===== config.mk =====
export PLATFORM = sky130hd
export DESIGN_NAME = stdp_update_scheduler
export DESIGN_NICKNAME = d
export VERILOG_FILES = /design/src/rtl/stdp_update_scheduler_pkg.sv /design/src/rtl/stdp_update_scheduler_picker.sv /design/src/rtl/stdp_update_scheduler.sv
export SDC_FILE = /design/constraint.sdc
export NUM_CORES = 1
export LEC_CHECK = 0
export ABC_AREA = 1
export CAP_MARGIN = 10
export CORE_MARGIN = 1.5
export CORE_UTILIZATION = 53
export CTS_CLUSTER_DIAMETER = 50
export CTS_CLUSTER_SIZE = 8
export DETAILED_ROUTE_END_ITERATION = 6
export GPL_TIMING_DRIVEN = 0
export PLACE_DENSITY = 0.71
export RECOVER_POWER = 100
export SYNTH_ARGS = -nofsm -noshare
export SYNTH_HDL_FRONTEND = slang
export SYNTH_SLANG_ARGS = --single-unit
export TNS_END_PERCENT = 10

===== constraint.sdc =====
create_clock -name clk -period 5.1 [get_ports clk]
set_clock_uncertainty 0.1 [all_clocks]
set_input_delay 0.765 -clock clk [delete_from_list [all_inputs] [get_ports clk]]
set_output_delay 0.765 -clock clk [all_outputs]
set_load 0.005 [all_outputs]

===== src/rtl/stdp_update_scheduler_pkg.sv =====
`default_nettype none
// ============================================================================
// Package  : stdp_pkg
// Purpose  : Shared defaults, update-kind encoding and saturating arithmetic
//            for the STDP weight-update scheduler.
// Revision : 1.0 - initial release
// ============================================================================
package stdp_pkg;

   localparam int N_SYN_DEF   = 8;
   localparam int W_WIDTH_DEF = 8;
   localparam int T_WIDTH_DEF = 4;
   localparam int WINDOW_DEF  = 8;
   localparam int A_PLUS_DEF  = 4;
   localparam int A_MINUS_DEF = 2;
   localparam int W_INIT_DEF  = 128;
   localparam int IDX_W_DEF   = $clog2(N_SYN_DEF);

   typedef enum logic {
      UPD_LTD = 1'b0,
      UPD_LTP = 1'b1
   } upd_kind_t;

   // Operands arrive zero-extended; the extra carry bit keeps the cap exact.
   function automatic logic [31:0] sat_add(input logic [31:0] w,
                                           input logic [31:0] inc,
                                           input logic [31:0] w_max);
      logic [32:0] s;
      s = {1'b0, w} + {1'b0, inc};
      return (s > {1'b0, w_max}) ? w_max : s[31:0];
   endfunction

   function automatic logic [31:0] sat_sub(input logic [31:0] w,
                                           input logic [31:0] dec);
      return (w >= dec) ? (w - dec) : 32'd0;
   endfunction

endpackage
`default_nettype wire


===== src/rtl/stdp_update_scheduler_picker.sv =====
`default_nettype none
// ============================================================================
// Module   : stdp_rr_picker
// Purpose  : Rotating-priority picker: first requester at or after rr_ptr.
// Revision : 1.0 - initial release
// ============================================================================
module stdp_rr_picker #(
   parameter int N_SYN = 8,
   parameter int IDX_W = 3
) (
   input  logic [N_SYN-1:0] req,
   input  logic [IDX_W-1:0] rr_ptr,
   output logic [IDX_W-1:0] gnt_idx,
   output logic             gnt_valid
);

   int               w_pos;
   logic [IDX_W-1:0] w_sel;

   // Walk from farthest to nearest so the nearest requester is assigned last.
   always_comb begin
      gnt_idx   = '0;
      gnt_valid = 1'b0;
      w_pos     = 0;
      w_sel     = '0;
      for (int k = N_SYN - 1; k >= 0; k--) begin
         w_pos = int'(rr_ptr) + k;
         if (w_pos >= N_SYN) w_pos = w_pos - N_SYN;
         w_sel = IDX_W'(w_pos);
         if (req[w_sel]) begin
            gnt_idx   = w_sel;
            gnt_valid = 1'b1;
         end
      end
   end

endmodule
`default_nettype wire


===== src/rtl/stdp_update_scheduler.sv =====
`default_nettype none
// ============================================================================
// Module   : stdp_update_scheduler
// Purpose  : Spike-timing pairing into LTP/LTD requests, retired one per cycle
//            through a shared saturating weight adder.
// Revision : 1.0 - initial release
// ============================================================================
module stdp_update_scheduler
   import stdp_pkg::*;
#(
   parameter int          N_SYN   = N_SYN_DEF,
   parameter int          W_WIDTH = W_WIDTH_DEF,
   parameter int          T_WIDTH = T_WIDTH_DEF,
   parameter int unsigned WINDOW  = WINDOW_DEF,
   parameter int unsigned A_PLUS  = A_PLUS_DEF,
   parameter int unsigned A_MINUS = A_MINUS_DEF,
   parameter int unsigned W_INIT  = W_INIT_DEF
) (
   input  logic                     clk,
   input  logic                     rst_n,
   input  logic [N_SYN-1:0]         pre_spike,
   input  logic                     post_spike,
   input  logic [$clog2(N_SYN)-1:0] rd_sel,
   output logic [W_WIDTH-1:0]       weight_out,
   output logic                     busy,
   output logic                     upd_valid,
   output logic [$clog2(N_SYN)-1:0] upd_idx,
   output logic                     upd_ltp
);

   localparam int                 IDX_W    = $clog2(N_SYN);
   localparam logic [T_WIDTH-1:0] c_T_MAX  = '1;
   localparam logic [W_WIDTH-1:0] c_W_MAX  = '1;
   localparam logic [W_WIDTH-1:0] c_W_INIT = W_WIDTH'(W_INIT);
   localparam logic [IDX_W-1:0]   c_LAST   = IDX_W'(N_SYN - 1);

   logic [N_SYN-1:0]   r_pre_q, r_pre_prev, r_ltp_pend, r_ltd_pend;
   logic               r_post_q, r_post_prev;
   logic [T_WIDTH-1:0] r_pre_t [N_SYN];
   logic [T_WIDTH-1:0] r_post_t;
   logic [W_WIDTH-1:0] r_weight [N_SYN];
   logic [IDX_W-1:0]   r_rr_ptr, r_upd_idx;
   logic               r_upd_valid;
   upd_kind_t          r_upd_kind;

   logic [N_SYN-1:0]   w_pre_ev, w_ltp_set, w_ltd_set, w_req, w_gnt_oh;
   logic [N_SYN-1:0]   w_clr_ltp, w_clr_ltd;
   logic               w_post_ev, w_gnt_valid, w_gnt_ltp;
   logic [IDX_W-1:0]   w_gnt_idx;
   logic [W_WIDTH-1:0] w_cur, w_new;

   assign w_pre_ev  = r_pre_q & ~r_pre_prev;
   assign w_post_ev = r_post_q & ~r_post_prev;

   // Pairing reads pre-update timers, so a coincident pre/post pair never matches itself.
   for (genvar i = 0; i < N_SYN; i++) begin : g_syn
      assign w_ltp_set[i] = w_post_ev   & (32'(r_pre_t[i]) < WINDOW);
      assign w_ltd_set[i] = w_pre_ev[i] & (32'(r_post_t) < WINDOW);
   end

   assign w_req = r_ltp_pend | r_ltd_pend;
   assign busy  = |w_req;

   stdp_rr_picker #(
      .N_SYN (N_SYN),
      .IDX_W (IDX_W)
   ) u_picker (
      .req       (w_req),
      .rr_ptr    (r_rr_ptr),
      .gnt_idx   (w_gnt_idx),
      .gnt_valid (w_gnt_valid)
   );

   assign w_gnt_ltp = w_gnt_valid & r_ltp_pend[w_gnt_idx];
   assign w_gnt_oh  = {{(N_SYN-1){1'b0}}, w_gnt_valid} << w_gnt_idx;
   assign w_clr_ltp = w_gnt_ltp ? w_gnt_oh : '0;
   assign w_clr_ltd = w_gnt_ltp ? '0 : w_gnt_oh;

   assign w_cur = r_weight[w_gnt_idx];
   assign w_new = w_gnt_ltp ? W_WIDTH'(sat_add(32'(w_cur), A_PLUS, 32'(c_W_MAX)))
                            : W_WIDTH'(sat_sub(32'(w_cur), A_MINUS));

   always_ff @(posedge clk or negedge rst_n) begin
      if (!rst_n) begin
         r_pre_q     <= '0;
         r_pre_prev  <= '0;
         r_post_q    <= 1'b0;
         r_post_prev <= 1'b0;
         r_post_t    <= c_T_MAX;
         r_ltp_pend  <= '0;
         r_ltd_pend  <= '0;
         r_rr_ptr    <= '0;
         r_upd_valid <= 1'b0;
         r_upd_idx   <= '0;
         r_upd_kind  <= UPD_LTD;
         for (int i = 0; i < N_SYN; i++) begin
            r_pre_t[i]  <= c_T_MAX;
            r_weight[i] <= c_W_INIT;
         end
      end else begin
         r_pre_q     <= pre_spike;
         r_pre_prev  <= r_pre_q;
         r_post_q    <= post_spike;
         r_post_prev <= r_post_q;
         r_post_t    <= w_post_ev ? '0 :
                        (r_post_t == c_T_MAX) ? c_T_MAX : r_post_t + T_WIDTH'(1);
         for (int i = 0; i < N_SYN; i++) begin
            r_pre_t[i] <= w_pre_ev[i] ? '0 :
                          (r_pre_t[i] == c_T_MAX) ? c_T_MAX : r_pre_t[i] + T_WIDTH'(1);
         end
         // A new request on the bit being served wins over its clear.
         r_ltp_pend  <= (r_ltp_pend & ~w_clr_ltp) | w_ltp_set;
         r_ltd_pend  <= (r_ltd_pend & ~w_clr_ltd) | w_ltd_set;
         r_upd_valid <= w_gnt_valid;
         r_upd_idx   <= w_gnt_idx;
         r_upd_kind  <= w_gnt_ltp ? UPD_LTP : UPD_LTD;
         if (w_gnt_valid) begin
            r_weight[w_gnt_idx] <= w_new;
            r_rr_ptr            <= (w_gnt_idx == c_LAST) ? '0 : w_gnt_idx + IDX_W'(1);
         end
      end
   end

   assign weight_out = r_weight[rd_sel];
   assign upd_valid  = r_upd_valid;
   assign upd_idx    = r_upd_idx;
   assign upd_ltp    = (r_upd_kind == UPD_LTP);

endmodule
`default_nettype wire


* Yosys cells after proc, flatten, opt, wreduce, memory -nomap -nowiden
Index checks and enable logic that the tools add are counted.
Cells by class: $add $sub $neg 27, multipliers 0, divide/modulo/power cells 0, order comparisons 31, equality and inequality tests 10, shift-type cells 1, muxes and demuxes 76, bitwise operators 30, reduce and logical (&&, ||, !) cells 2
Operators by type and width (count):
- 2-to-1 mux 8 bit | 10
- 2-to-1 mux 4 bit | 18
- bitwise mux 64 bit | 1
- 2-to-1 mux 3 bit | 17
- binary-select mux 8 bit (select 3 bit) | 2
- adder 4 x 1 -> 4 bit, second input constant | 9
- equality test 4 bit, second input constant | 9
- >= comparator 4 bit, second input constant | 9
- < comparator 3 x 4 -> 1 bit, second input constant | 9
- < comparator 4 bit, second input constant | 9
- binary-select mux 1 bit (select 3 bit) | 9
- AND 8 bit | 3
- demux 8 bit (select 3 bit) | 1
- inverter 8 bit | 3
- bitwise OR 8 bit | 3
- subtractor 3 x 1 -> 3 bit, second input constant | 8
- AND 1 bit | 18
- 2-to-1 mux 1 bit | 18
- adder 3 x 3 -> 4 bit, second input constant | 4
- adder 8 x 3 -> 9 bit, second input constant | 1
- greater-than comparator 9 x 8 -> 1 bit, second input constant | 1
- adder 3 x 2 -> 4 bit, second input constant | 2
- >= comparator 8 x 2 -> 1 bit, second input constant | 1
- inverter 3 -> 4 bit | 2
- 10 further kinds | 10
Word-level totals: register bits after elaboration 142, bits in latches 0, RAM bits 0, bits in read-only memories 0, word-level logic and storage cells 204, memories kept 0

* Longest topological paths before layout
depth after elaboration 22, depth in mapped cells 37

* Cells and area by module
A second synthesis with hierarchy kept.
Second synthesis, totals: cells, all modules 1055, area, all modules 8060.2 µm²
Modules (own cells, without submodules):
- stdp_update_scheduler | times used 1, cells each 933, area each 7320.8 µm²
- stdp_rr_picker | times used 1, cells each 122, area each 739.5 µm²

* Worst setup path after synthesis
No wires, ideal clock.
kind reg-to-reg, from register r_rr_ptr[1], to register r_weight[27] in the netlist's numbering, data arrival time 3.641 ns, data required time 4.935 ns, setup slack 1.294 ns, cell stages (with the launch flop) 36, path buffers 4, clock period less this slack 3.806 ns, cells stage by stage dfrtp_1 -> buf_4 -> inv_2 -> ha_1 -> buf_2 -> inv_1 -> nand3_1 -> nand2_1 -> nand2_1 -> nand2_1 -> inv_1 -> nand2_1 -> nand2_1 -> nand2_1 -> nand2_2 -> nand2_4 -> nand2_4 -> buf_12 -> buf_8 -> nand2_1 -> o21ai_1 -> nand2_1 -> nand2_1 -> nor2_2 -> ha_1 -> nor2_1 -> nand2_1 -> nor2_1 -> nand2_1 -> nor2_1 -> nand3_2 -> nand3_1 -> nand2_2 -> nand2_4 -> nand2_1 -> nand2_1
Between the ends: word-level cells in the longest chain between the ends 22, elaborated cells between the ends (all ways) 83, those cells by class add/sub (17); order compare (12); mux (51); bitwise (2); reduce/logical (1)
RTL lines:
- start, declared | line stdp_update_scheduler.sv:42 | logic [IDX_W-1:0] r_rr_ptr, r_upd_idx;
- start signal, assigned | line stdp_update_scheduler.sv:119 | r_rr_ptr <= (w_gnt_idx == c_LAST) ? '0 : w_gnt_idx + IDX_W'(1);
- adder 3 x 3 -> 4 bit | line stdp_update_scheduler_picker.sv:27 | w_pos = int'(rr_ptr) + k;
- >= comparator 4 bit or subtractor 3 x 1 -> 3 bit (tied branches) | line stdp_update_scheduler_picker.sv:28 | if (w_pos >= N_SYN) w_pos = w_pos - N_SYN;
- 2-to-1 mux 3 bit | line stdp_update_scheduler_picker.sv:28
- binary-select mux 1 bit (select 3 bit) | line stdp_update_scheduler_picker.sv:30 | if (req[w_sel]) begin
- 2-to-1 mux 1 bit (not written as such) | line stdp_update_scheduler_picker.sv:30
- 2-to-1 mux 3 bit (8 in series) | line stdp_update_scheduler_picker.sv:30
- inverter 3 -> 4 bit (not written as such) | line stdp_update_scheduler.sv:79, stdp_update_scheduler.sv:118
- binary-select mux 8 bit (select 3 bit) | line stdp_update_scheduler.sv:79 | assign w_cur = r_weight[w_gnt_idx];
- 2-to-1 mux 8 bit (not written as such) (2 in series) | line stdp_update_scheduler.sv:79
- adder 8 x 3 -> 9 bit | line stdp_update_scheduler_pkg.sv:29 | s = {1'b0, w} + {1'b0, inc};
- greater-than comparator 9 x 8 -> 1 bit | line stdp_update_scheduler_pkg.sv:30 | return (s > {1'b0, w_max}) ? w_max : s[31:0];
- 2-to-1 mux 8 bit | line stdp_update_scheduler_pkg.sv:30
- 2-to-1 mux 8 bit | line stdp_update_scheduler.sv:80 | assign w_new = w_gnt_ltp ? W_WIDTH'(sat_add(32'(w_cur), A_PLUS, 32'(c_W_MAX)))
- bitwise mux 64 bit | line stdp_update_scheduler.sv:118 | r_weight[w_gnt_idx] <= w_new;
- end signal, assigned by index | line stdp_update_scheduler.sv:98 | r_weight[i] <= c_W_INIT;
- end signal, assigned by index | line stdp_update_scheduler.sv:118
- end, declared | line stdp_update_scheduler.sv:41 | logic [W_WIDTH-1:0] r_weight [N_SYN];
Several ways; a longest one is shown, not always the timed one. The select of a mux whose other input is x is not followed. A chain may end at the register's enable or synchronous reset.

* Worst setup path in the final report
from register r_rr_ptr[1], to register r_weight[48] in the netlist's numbering
The elaborated chain is that of the path after synthesis.

==> results.yml <==
clock_tree:
  cts_made_buffers: 17
  cts_hold_buf: 0
  path_clk_slew_ns: 0.07
  tritoncts: "yes"
  cts_resized: 0
  cts_setup_buffers: 0
  cts-root-buf: "clkbuf_16"
  clk_latency_ns: 0.43
  h-tree-depth: 4
  cts_buffer_depth: 2
  cts_num_sinks: 142
detailed_routing:
  num_vias: 7064
  first_pass_iters: 5
  avgViaCountPerCell: 5.34
  detail-route-antenna-nets: 0
  drcViolationCount: 0
  wl_per_cell_um: 15.2
  wirelength_um: 20200
  drtIter0Drc: 752
floorplan:
  initial_utilization_pct: 54.1
  pin_count: 28
  dieArea_um2: 16200
  rows: 45
  core_area_um2: 15100
  die_y_um: 127
  die_w_um: 127
yosys:
  synthCells: 1078
  ys_seq_area_share_pct: 44.1
  async_flop_share_pct: 100
  synth_edf_count: 0
  ys.flop_type: "dfrtp_1"
  synth_nets: 1109
  yosys_warnings: 0
  synth_area_um2: 8190
  ys_seq_elements: 142
  synth_cell_types: 42
  syn_area_per_cell_um2: 7.60
sta:
  max_freq_ghz: 0.213
  final_max_slew_viol_count: 50
  layout_min_cycle_time_ns: 4.70
  rsz0062_at_grt: "false"
  finalSetupViolCount: 0
  whs_ns: 0.273
  slew_headroom_pct: -74.5
  worst_pin_slew_ns: 2.62
  tns_ns: 0
  final-hold-violation-count: 0
  period_share_pct: 92.1
job:
  maxCapViolations: 1
grt:
  grt_pass1_wl_um: 33500
  grt-ovfl-total: 0
  grt_pass1_vias: 6543
  antenna_found_initial: 0
  grt_max_degree: 94
  grt_usage_pct: 26.6
critical_path:
  worst_ep_arrival_time_ns: 4.94
  cp-start-kind: "flop"
  reg2reg_from: "r_rr_ptr[1]"
  r2r_cells: 28
  crit_start: "r_rr_ptr[1]"
  end_kind: "flop"
  cp-endpoint: "r_weight[48]"
  crit_type: "reg -> reg"
  crit_fanout: 10
  timing.rr.end: "r_weight[48]"
  r2r_slack_ns: 0.40
  cpPeakStageDelay_ns: 0.41
  cp_slowest_cell: "o21ai_2"
  path_common_cell: "nand2_1"
  worstPathRequired_ns: 5.34
hold_path:
  hold_path.class: "reg -> reg"
cells_and_area:
  drive_gt1_share_pct: 13.6
  fillers: 1365
  diodes: 0
  design_area_um2: 9280
  area_growth_pct: 13.4
  final_nets: 1154
  final_util_pct: 61.3
placed_design:
  place_area_um2: 8700
  place.gp.congestion: 0.892
  port-buffer-count: 25
  hpwl_um: 14700
status:
  violations: "capacitance limit, slew limit"
  status: "finished, violations left"
Yosys cell counts, types with 2 or more instances:
| cell type | n | area (um^2) |
|---|---|---|
| nor2_4 | 6 | 67.6 |
| nor2_1 | 58 | 218 |
| a31oi_1 | 12 | 75.1 |
| nor2_8 | 2 | 40.0 |
| nand3_1 | 45 | 225 |
| nor2_2 | 5 | 31.3 |
| xnor2_2 | 2 | 32.5 |
| nand3b_1 | 10 | 75.1 |
| buf_2 | 12 | 60.1 |
| a21oi_1 | 55 | 275 |
| nand3_2 | 5 | 50.1 |
| o21ai_1 | 33 | 165 |
| a221oi_1 | 3 | 26.3 |
| clkbuf_1 | 12 | 45.0 |
| nand4_2 | 2 | 25.0 |
| o21ai_0 | 79 | 395 |
| nand4_1 | 2 | 12.5 |
| nand2_1 | 364 | 1370 |
| buf_6 | 6 | 67.6 |
| a211oi_1 | 9 | 67.6 |
| ha_1 | 17 | 213 |
| xor2_1 | 6 | 52.6 |
| o211ai_1 | 3 | 22.5 |
| inv_1 | 121 | 454 |
| dfrtp_1 | 98 | 2450 |
| nor3_1 | 10 | 50.1 |
| dfstp_2 | 44 | 1160 |
| nand2_4 | 10 | 113 |
| buf_4 | 2 | 15.0 |
| clkinv_1 | 4 | 15.0 |
| o21ai_4 | 2 | 32.5 |
| inv_2 | 12 | 45.0 |
| nand2_2 | 18 | 113 |
how the worst min path moves through the flow:
stage          slack, ns  cells past startpoint            end  startpoint
6_report            0.27                      0  r_pre_prev[2]  r_pre_q[2]
5_1_grt             0.28                      0  r_pre_prev[5]  r_pre_q[5]
4_1_cts             0.17                      1  r_pre_prev[1]       rst_n
3_5_place_dp        0.26                      0  r_pre_prev[2]  r_pre_q[2]
3_3_place_gp        0.26                      0  r_pre_prev[6]  r_pre_q[6]
2_1_floorplan       0.25                      0    r_post_prev    r_post_q
state kept, by name, indices dropped and copies added, names as in the netlist, 4 cells and up:
name and count:
r_ltp_pend 8, r_pre_t 32, r_pre_q 8, r_weight 64
r_pre_prev 8, r_ltd_pend 8, r_post_t 4
placed cells by master (no fill, tap or decap), drive strengths merged:
cell / netlist / layout
a31oi: 12 / 12
nand2: 393 / 393
dlygate4sd3: 0 / 23
nor4: 1 / 1
clkbuf: 12 / 32
nand3b: 10 / 10
bufinv: 0 / 2
a211oi: 9 / 9
a21oi: 56 / 56
clkinvlp: 0 / 1
dfrtp: 98 / 98
nand3: 50 / 50
a221oi: 3 / 3
a21boi: 1 / 1
dfstp: 44 / 44
o211ai: 3 / 3
clkinv: 4 / 5
o21ai: 115 / 115
xnor2: 2 / 2
buf: 22 / 22
nand4: 5 / 5
ha: 17 / 17
clkdlybuf4s50: 0 / 1
nor2: 71 / 71
xor2: 7 / 7
nor3: 10 / 10
inv: 133 / 143
layer usage:
| metal | share of wire (%) | global-route usage, % | up-vias | wire length [um] |
|---|---|---|---|---|
| li1 | - | - | 3528 | - |
| met1 | 46 | 38.8 | 3246 | 9380 |
| met2 | 44 | 40.0 | 258 | 8920 |
| met3 | 7.7 | 6.07 | 32 | 1560 |
| met4 | 1.5 | 7.35 | 0 | 309 |
| met5 | 0 | 0 | - | 0 |
kinds of logic after synthesis:
family          synth area share (%)
xor+xnor                        1.24
simple gates                    29.7
buf+inv                         9.00
fa+ha+maj                       2.60
compound gates                  13.4
flops                           44.1
stage by stage:
| stage | worst slack [ns] | instances |
|---|---|---|
| 3_5_place_dp | 0.518 | 1292 |
| 6_report | 0.400 | 1324 |
| 5_1_grt | 0.00724 | 1324 |
| 3_3_place_gp | -2.39 | 1291 |
| 4_1_cts | 0.498 | 1324 |
| 2_1_floorplan | 1.29 | 1078 |
worst max-delay path: cells and delay by family, from the launching register on:
| kind | cells | cell delay [ns] |
|---|---|---|
| and+or+nand+nor | 15 | 1.80 |
| buffers and inverters | 7 | 1.05 |
| AOI/OAI and AO/OA | 4 | 0.76 |
| adders and majority gates | 2 | 0.52 |
| DFF | 1 | 0.38 |
cell type report:
| type | count | area (um^2) | area share, % |
|---|---|---|---|
| multi-input combinational | 765 | 3800 | 41.0 |
| clock buffer | 18 | 450 | 4.85 |
| buffer | 34 | 213 | 2.29 |
| timing repair buffer | 26 | 272 | 2.92 |
| clock inverter | 14 | 186 | 2.01 |
| sequential | 142 | 3610 | 38.9 |
| tap | 188 | 235 | 2.53 |
| inverter | 137 | 514 | 5.54 |
Power is left out: the tool's default activity adds up to more than one toggle a clock period on the data nets, which glitch-free logic cannot reach.
